<file path="src/rtl/sweep_response_collector.sv">
// sweep_response_collector: walks every stimulus code of a combinational
// block under test, waits a programmable settle time per code, and folds
// each sampled response into a rotate-XOR signature, a non-zero count and
// a running maximum (with the code that produced it).
module sweep_response_collector #(
  parameter int IN_W   = 4,
  parameter int OUT_W  = 24,
  parameter int SETTLE = 1
) (
  input  logic             clk,
  input  logic             rst,
  input  logic             start,
  output logic [IN_W-1:0]  dut_in,
  input  logic [OUT_W-1:0] dut_out,
  output logic             busy,
  output logic             done,
  output logic [OUT_W-1:0] signature,
  output logic [IN_W:0]    nonzero_count,
  output logic [OUT_W-1:0] max_value,
  output logic [IN_W-1:0]  max_code
);

  // Settle counter only has to reach SETTLE-1; keep at least one bit.
  localparam int             CW        = (SETTLE > 1) ? $clog2(SETTLE) : 1;
  localparam logic [CW-1:0]  CNT_LAST  = CW'(SETTLE - 1);
  localparam logic [IN_W-1:0] CODE_LAST = '1;

  typedef enum logic [1:0] {
    S_IDLE    = 2'd0,
    S_WAIT    = 2'd1,
    S_CAPTURE = 2'd2,
    S_DONE    = 2'd3
  } state_t;

  state_t state_q, state_d;

  logic [CW-1:0]    cnt_q,   cnt_d;
  logic [IN_W-1:0]  code_q,  code_d;
  logic [OUT_W-1:0] sig_q,   sig_d;
  logic [IN_W:0]    nz_q,    nz_d;
  logic [OUT_W-1:0] max_q,   max_d;
  logic [IN_W-1:0]  mcode_q, mcode_d;

  logic settled;
  logic last_code;
  logic resp_nz;

  assign settled   = (cnt_q == CNT_LAST);
  assign last_code = (code_q == CODE_LAST);
  assign resp_nz   = (dut_out != '0);

  // State register; reset drops straight back to IDLE.
  always_ff @(posedge clk or posedge rst) begin
    if (rst) state_q <= S_IDLE;
    else     state_q <= state_d;
  end

  // Next-state: WAIT for SETTLE cycles, one CAPTURE per code, DONE once.
  always_comb begin
    state_d = state_q;
    case (state_q)
      S_IDLE:    if (start) state_d = S_WAIT;
      S_WAIT:    if (settled) state_d = S_CAPTURE;
      S_CAPTURE: state_d = last_code ? S_DONE : S_WAIT;
      S_DONE:    state_d = S_IDLE;
      default:   state_d = S_IDLE;
    endcase
  end

  // Status outputs decoded from state; DONE is a single-cycle pulse.
  always_comb begin
    busy = 1'b0;
    done = 1'b0;
    case (state_q)
      S_WAIT, S_CAPTURE: busy = 1'b1;
      S_DONE:            done = 1'b1;
      default: ;
    endcase
  end

  // Datapath next-state: clear on accepted start, count in WAIT, fold in CAPTURE.
  always_comb begin
    cnt_d   = cnt_q;
    code_d  = code_q;
    sig_d   = sig_q;
    nz_d    = nz_q;
    max_d   = max_q;
    mcode_d = mcode_q;
    case (state_q)
      S_IDLE: begin
        if (start) begin
          cnt_d   = '0;
          code_d  = '0;
          sig_d   = '0;
          nz_d    = '0;
          max_d   = '0;
          mcode_d = '0;
        end
      end
      S_WAIT: begin
        cnt_d = cnt_q + CW'(1);
      end
      S_CAPTURE: begin
        // Rotate left by one (MSB wraps to bit 0), then absorb the response.
        sig_d = {sig_q[OUT_W-2:0], sig_q[OUT_W-1]} ^ dut_out;
        nz_d  = nz_q + (IN_W+1)'(resp_nz);
        // Strict compare so the earliest code keeps a tied maximum.
        if (dut_out > max_q) begin
          max_d   = dut_out;
          mcode_d = code_q;
        end
        // Stimulus stops at all-ones instead of wrapping back to zero.
        if (!last_code) begin
          code_d = code_q + IN_W'(1);
          cnt_d  = '0;
        end
      end
      default: ;
    endcase
  end

  // Datapath registers; results persist in IDLE until the next start.
  always_ff @(posedge clk or posedge rst) begin
    if (rst) begin
      cnt_q   <= '0;
      code_q  <= '0;
      sig_q   <= '0;
      nz_q    <= '0;
      max_q   <= '0;
      mcode_q <= '0;
    end else begin
      cnt_q   <= cnt_d;
      code_q  <= code_d;
      sig_q   <= sig_d;
      nz_q    <= nz_d;
      max_q   <= max_d;
      mcode_q <= mcode_d;
    end
  end

  assign dut_in        = code_q;
  assign signature     = sig_q;
  assign nonzero_count = nz_q;
  assign max_value     = max_q;
  assign max_code      = mcode_q;

endmodule

</file>
<file path="config.mk">
export PLATFORM = sky130hd
export DESIGN_NAME = sweep_response_collector
export DESIGN_NICKNAME = d
export VERILOG_FILES = /design/src/rtl/sweep_response_collector.sv
export SDC_FILE = /design/constraint.sdc
export NUM_CORES = 1
export LEC_CHECK = 0
export BUFFER_PORTS_ARGS = -buffer_cell sky130_fd_sc_hd__buf_2
export CORE_AREA = 5 5 73 125
export CTS_CLUSTER_SIZE = 12
export DETAILED_ROUTE_END_ITERATION = 12
export DIE_AREA = 0 0 78 130
export PLACE_DENSITY = 0.68
export SETUP_SLACK_MARGIN = 0.3
export SYNTH_ARGS = -nofsm -noshare
export SYNTH_HDL_FRONTEND = slang
export SYNTH_SLANG_ARGS = --single-unit
</file>
<file path="constraint.sdc">
create_clock -name clk -period 2.45 [get_ports clk]
set_input_delay 0.1225 -clock clk [delete_from_list [all_inputs] [get_ports clk]]
set_output_delay 0.1225 -clock clk [all_outputs]
set_load 0.01 [all_outputs]
</file>
Word-level counts from Yosys, hierarchy flattened
Index checks and enable logic that the tools add are counted.
{ "word_totals": {"wordCells": 50, "output_inout_bits": 63, "in_bits": 27, "register_bits": 64} }
{ "op_classes": {"n_lt_le_gt_ge": 1, "reduce_logical": 10, "eq_ne": 8, "n_addsub": 3, "muxes": 20, "bitwise": 1} }
{ "ops": {"columns": ["op", "count"], "rows": [
  ["24-bit one-hot mux with 2 select lines", 2],
  ["24-bit 2-to-1 mux", 2],
  ["24-bit greater-than comparator", 1],
  ["24-bit nonzero test", 1],
  ["24-bit bitwise XOR", 1],
  ["4-bit one-hot mux with 2 select lines", 2],
  ["4-bit 2-to-1 mux", 3],
  ["5-bit one-hot mux with 2 select lines", 1],
  ["3-bit AND reduction", 3],
  ["2-bit != test (second input constant)", 4],
  ["2-bit one-hot mux with 4 select lines", 1],
  ["2-bit 2-to-1 mux", 3],
  ["5-bit by 1-bit adder with 5-bit output", 1],
  ["5-bit 2-to-1 mux", 1],
  ["4-bit by 1-bit adder with 4-bit output (second input constant)", 1],
  ["2-bit == test (second input constant)", 2],
  ["4-bit == test (second input constant)", 1],
  ["1-bit 2-to-1 mux", 4],
  ["2-bit AND reduction", 2],
  ["1-bit one-hot mux with 3 select lines", 1],
  ["3-bit nonzero test", 1],
  ["2-bit by 1-bit == test with 1-bit output (second input constant)", 1],
  ["2-bit logical NOT", 1],
  ["2-bit nonzero test", 1],
  ["2 further kinds", 2]
]} }

Logic depth before layout (Yosys ltp)
{ "logic_depth": {"depth_word": 3, "mapped_depth": 10, "depth_no_buf": 8} }

Worst setup path before layout
Ideal clock, no wire load.
{ "synth_path": {"path_type": "flip-flop to flip-flop", "startpoint": "register max_q[1], in the netlist max_value[1]", "endpoint": "register mcode_q[3], in the netlist max_code[3]", "setup_slack_ns": 0.463, "period_less_slack_ns": 1.987, "t_arrival_ns": 1.908, "setup_ns": 0.079, "n_path_buf": 2, "t_required_ns": 2.371, "path_stages_with_launch": 11, "cell_sequence": "dfrtp_1 > inv_1 > ha_1 > nor2b_1 > o211ai_1 > a21oi_1 > o31a_1 > o21ai_1 > buf_6 > buf_12 > mux2i_1"} }
{ "synth_between": {"elab_chain_len": 3} }
{ "synth_lines": {"columns": ["item", "line", "source"], "rows": [
  ["from (decl)", "41", "logic [OUT_W-1:0] max_q, max_d;"],
  ["from (signal assigned)", "136", "max_q <= max_d;"],
  ["24-bit greater-than comparator", "108", "if (dut_out > max_q) begin"],
  ["2-bit != test (no source line)", null, null],
  ["3-bit AND reduction (no source line)", null, null],
  ["to (signal assigned)", "137", "mcode_q <= mcode_d;"],
  ["to (decl)", "42", "logic [IN_W-1:0] mcode_q, mcode_d;"]
]} }
No other way between the ends.
A chain may end at the register's enable or synchronous reset.

Worst setup path after layout
{ "layout_path": {"startpoint": "register max_q[17], in the netlist max_value[17]", "endpoint": "register max_q[13], in the netlist max_value[13]"} }
{ "layout_between": {"elab_chain_len": 3} }
{ "layout_lines": {"columns": ["item", "line"], "rows": [
  ["24-bit greater-than comparator", "108"],
  ["2-bit != test (no source line)", null],
  ["3-bit AND reduction (no source line)", null]
]} }
No other way between the ends.

==> results.toml <==
[status]
status = "finished, final reports clean"

[placement]
numPortBuffers = 89
gp_congestion = 0.878
placed_area_mm2 = 0.00443
hpwlAfterDp_mm = 7.56
place_ws_ns = -0.257

[layout]
post_route_cells_drive_above_1_share = 0.333
antenna_cells = 0
area_delta_synth_final_pct = 37.7
finalNetCount = 581
final_cell_area_mm2 = 0.00502

[drt]
first_pass_iters = 4
dr.first_iter.drc_count = 190
routedWlPerCell_um = 17.5
drc = 0
vias = 3311
ant_nets = 0
vias_per_cell = 5.38
wirelength_mm = 10.8

[clock_network]
clkTransAtPathRegs_ns = 0.05
htree_num_levels = 3
cts-buffers-inserted = 9
clock_path_buffers = 2
clkLatencyLatePin_ns = 0.33
tritoncts = "built"
cts_num_sinks = 64
cts-root-buf = "clkbuf_16"

[yosys]
synth_flop_cell = "dfrtp_1"
synth-edff-count = 0
syn_area_mm2 = 0.00364
synthCells = 383
syn_avg_cell_area_um2 = 9.51
async_flop_share = 1.00
synth.distinct_cells = 35
ys_ff_latch = 64
synth_nets = 442
yosys_warnings = 0
yosysSeqAreaShare = 0.440

[timing]
worst_hold_slack_ns = 0.0768
max_freq_ghz = 0.434
setup_viol_count_final = 0
fin_setup_tns_ns = 0
slew_headroom = 0.532
skew_ns = 0.00855
slew_violations = 0
fin_ws_ns = 0.148
period_needed_ns = 2.30
final_hold_viol_count = 0
worst_pin_slew_ns = 0.696
period_share = 0.939
rsz0062_at_grt = "true"

[die]
dieHeight_um = 130
dieWidth_um = 78
core_area_mm2 = 0.00791
fp.dieArea_mm2 = 0.0101
row_count = 43
io_pins = 90
start_util = 0.461

[setup_path]
crit_chain = "inv_2 -> ha_4 -> nand4_1 -> buf_4 -> nor3_2 -> a22oi_1 -> o211ai_1 -> buf_4 -> o21ai_4 -> buf_12 -> mux2i_1"
crit_required_ns = 2.69
slowest_delay_ns = 0.41
arrival_ns = 2.54
slowest_stage = "dfrtp_1"
start_kind = "register"
cp-end-kind = "register"
crit_type = "reg -> reg"
path_max_fanout = 7
path_common_cell = "buf_4"

[run]
drv_cap = 0

[power_and_ir_drop]
intPower_mw = 3.49
p_switching_mw = 2.23
p_per_area_mw_per_mm2 = 1140
seq_power_share = 0.295
p_sw_frac = 0.389
comb_power_share = 0.473
ir_drop_mv = 1.08
clkPwrFrac = 0.231
leakage_nw = 2.55

[global_route]
grt_usage = 0.212
grt_pass1_wl_mm = 17.0
overflow = 0
grt_antenna_before_repair = 0
grt_pass1_vias = 3437
grt_max_degree = 29

[hold_path]
hp-class = "in -> reg"
## stage by stage
| stage | power (mW) | std cells | utilization |
|---|---|---|---|
| 4_1_cts | 5.61 | 613 | 0.615 |
| 6_report | 5.72 | 616 | 0.634 |
| 3_3_place_gp | 4.03 | 590 | 0.560 |
| 3_5_place_dp | 4.10 | 590 | 0.560 |
| 2_1_floorplan | 3.22 | 383 | - |
| 5_1_grt | 6.11 | 616 | 0.634 |
## power by group through the flow
stage | Clock [mW] | Combinational (mW) | Sequential, mW
global placement | 0 | 2.34 | 1.68
finish | 1.32 | 2.71 | 1.69
CTS | 1.34 | 2.58 | 1.69
floorplan | 0 | 1.41 | 1.81
global route | 1.39 | 2.98 | 1.74
detailed placement | 0 | 2.40 | 1.70
## synth_stat cells, types with 6 or more instances
library cell   n  area, µm²
a21oi_1       13       65.1
nor4_1         6       37.5
nand2_1       92        345
xnor2_1       24        210
o21ai_0       32        160
dfrtp_1       64       1600
inv_1         27        101
ha_1          32        400
mux2i_1       28        280
nor2_1        11       41.3
nand4_1        9       56.3
clkbuf_1       9       33.8
## logic make-up (layout without fill, tap and decap cells)
logic type,count (synthesis),after routing,synth area share
AOI/OAI and AO/OA,56,57,0.0852
xor gates and xnor gates,28,28,0.0673
adders and majority gates,32,32,0.110
buffers and inverters,41,183,0.0539
DFF,64,64,0.440
muxes,30,30,0.0838
and+or+nand+nor,132,132,0.160
## path summary, 6_finish.rpt
path / slack [ns] / end / depth (start not counted) / start
hold reg to reg: 0.50 / cnt_q$_DFFE_PP0P_ / 1 / cnt_q$_DFFE_PP0P_
setup / recovery: 0.15 / max_value[13]$_DFFE_PP0P_ / 11 / max_value[17]$_DFFE_PP0P_
max in group asynchronous: 1.39 / signature[6]$_DFFE_PP0P_ / 4 / rst
setup reg to reg: 0.15 / max_value[13]$_DFFE_PP0P_ / 11 / max_value[17]$_DFFE_PP0P_
hold / removal: 0.08 / max_value[0]$_DFFE_PP0P_ / 3 / dut_out[0]
min in group asynchronous: 0.35 / signature[20]$_DFFE_PP0P_ / 3 / rst
## critical path, delay by kind of cell (launching register included)
| kind | cells | cell delay, ns |
|---|---|---|
| compound gates | 3 | 0.59 |
| fa+ha+maj | 1 | 0.20 |
| buf+inv | 4 | 0.59 |
| flops | 1 | 0.41 |
| mux | 1 | 0.23 |
| simple gates | 2 | 0.18 |
## sequential cells by signal, summed over array words and instances, names as in the netlist
signal,flops
max_value,24
signature,24
nonzero_count,5
dut_in,4
max_code,4
state_q,2
cnt_q,1
## repair_timing
action,4_1_cts,5_1_grt
resized for setup,3,17
gates cloned,1,0
setup buffers,6,3
endpoints found under the setup margin,28,29
endpoints found under the hold margin,19,0
pin swaps,5,8
hold buffers,1,0
## layout by cell type (no fill, tap or decap), drive strengths merged, types with 3 or more instances in the layout
cell      n
xnor2    24
nor2     11
dfrtp    64
mux2i    29
clkbuf   11
nor4      7
buf     140
nand2    92
ha       32
a21oi    13
o21ai    34
nand4    10
inv      27
nand3     3
xor2      4
## metal layers
metal / wire, µm / track usage / part of all wire / vias to the layer above
met1: 3970 / 0.237 / 0.37 / 1568
met5: 0 / 0 / 0 / -
met2: 5670 / 0.371 / 0.53 / 125
met4: 547 / 0.116 / 0.051 / 0
met3: 606 / 0.0435 / 0.056 / 38
li1: - / - / - / 1580
## cell type report
class,count,area (µm²)
multi-input combinational,279,2010
tap,90,113
sequential,64,1600
inverter,27,101
timing repair buffer,141,883
clock inverter,4,70.1
fill,646,2890
clock buffer,11,233
(Power assumes the default switching activity.)
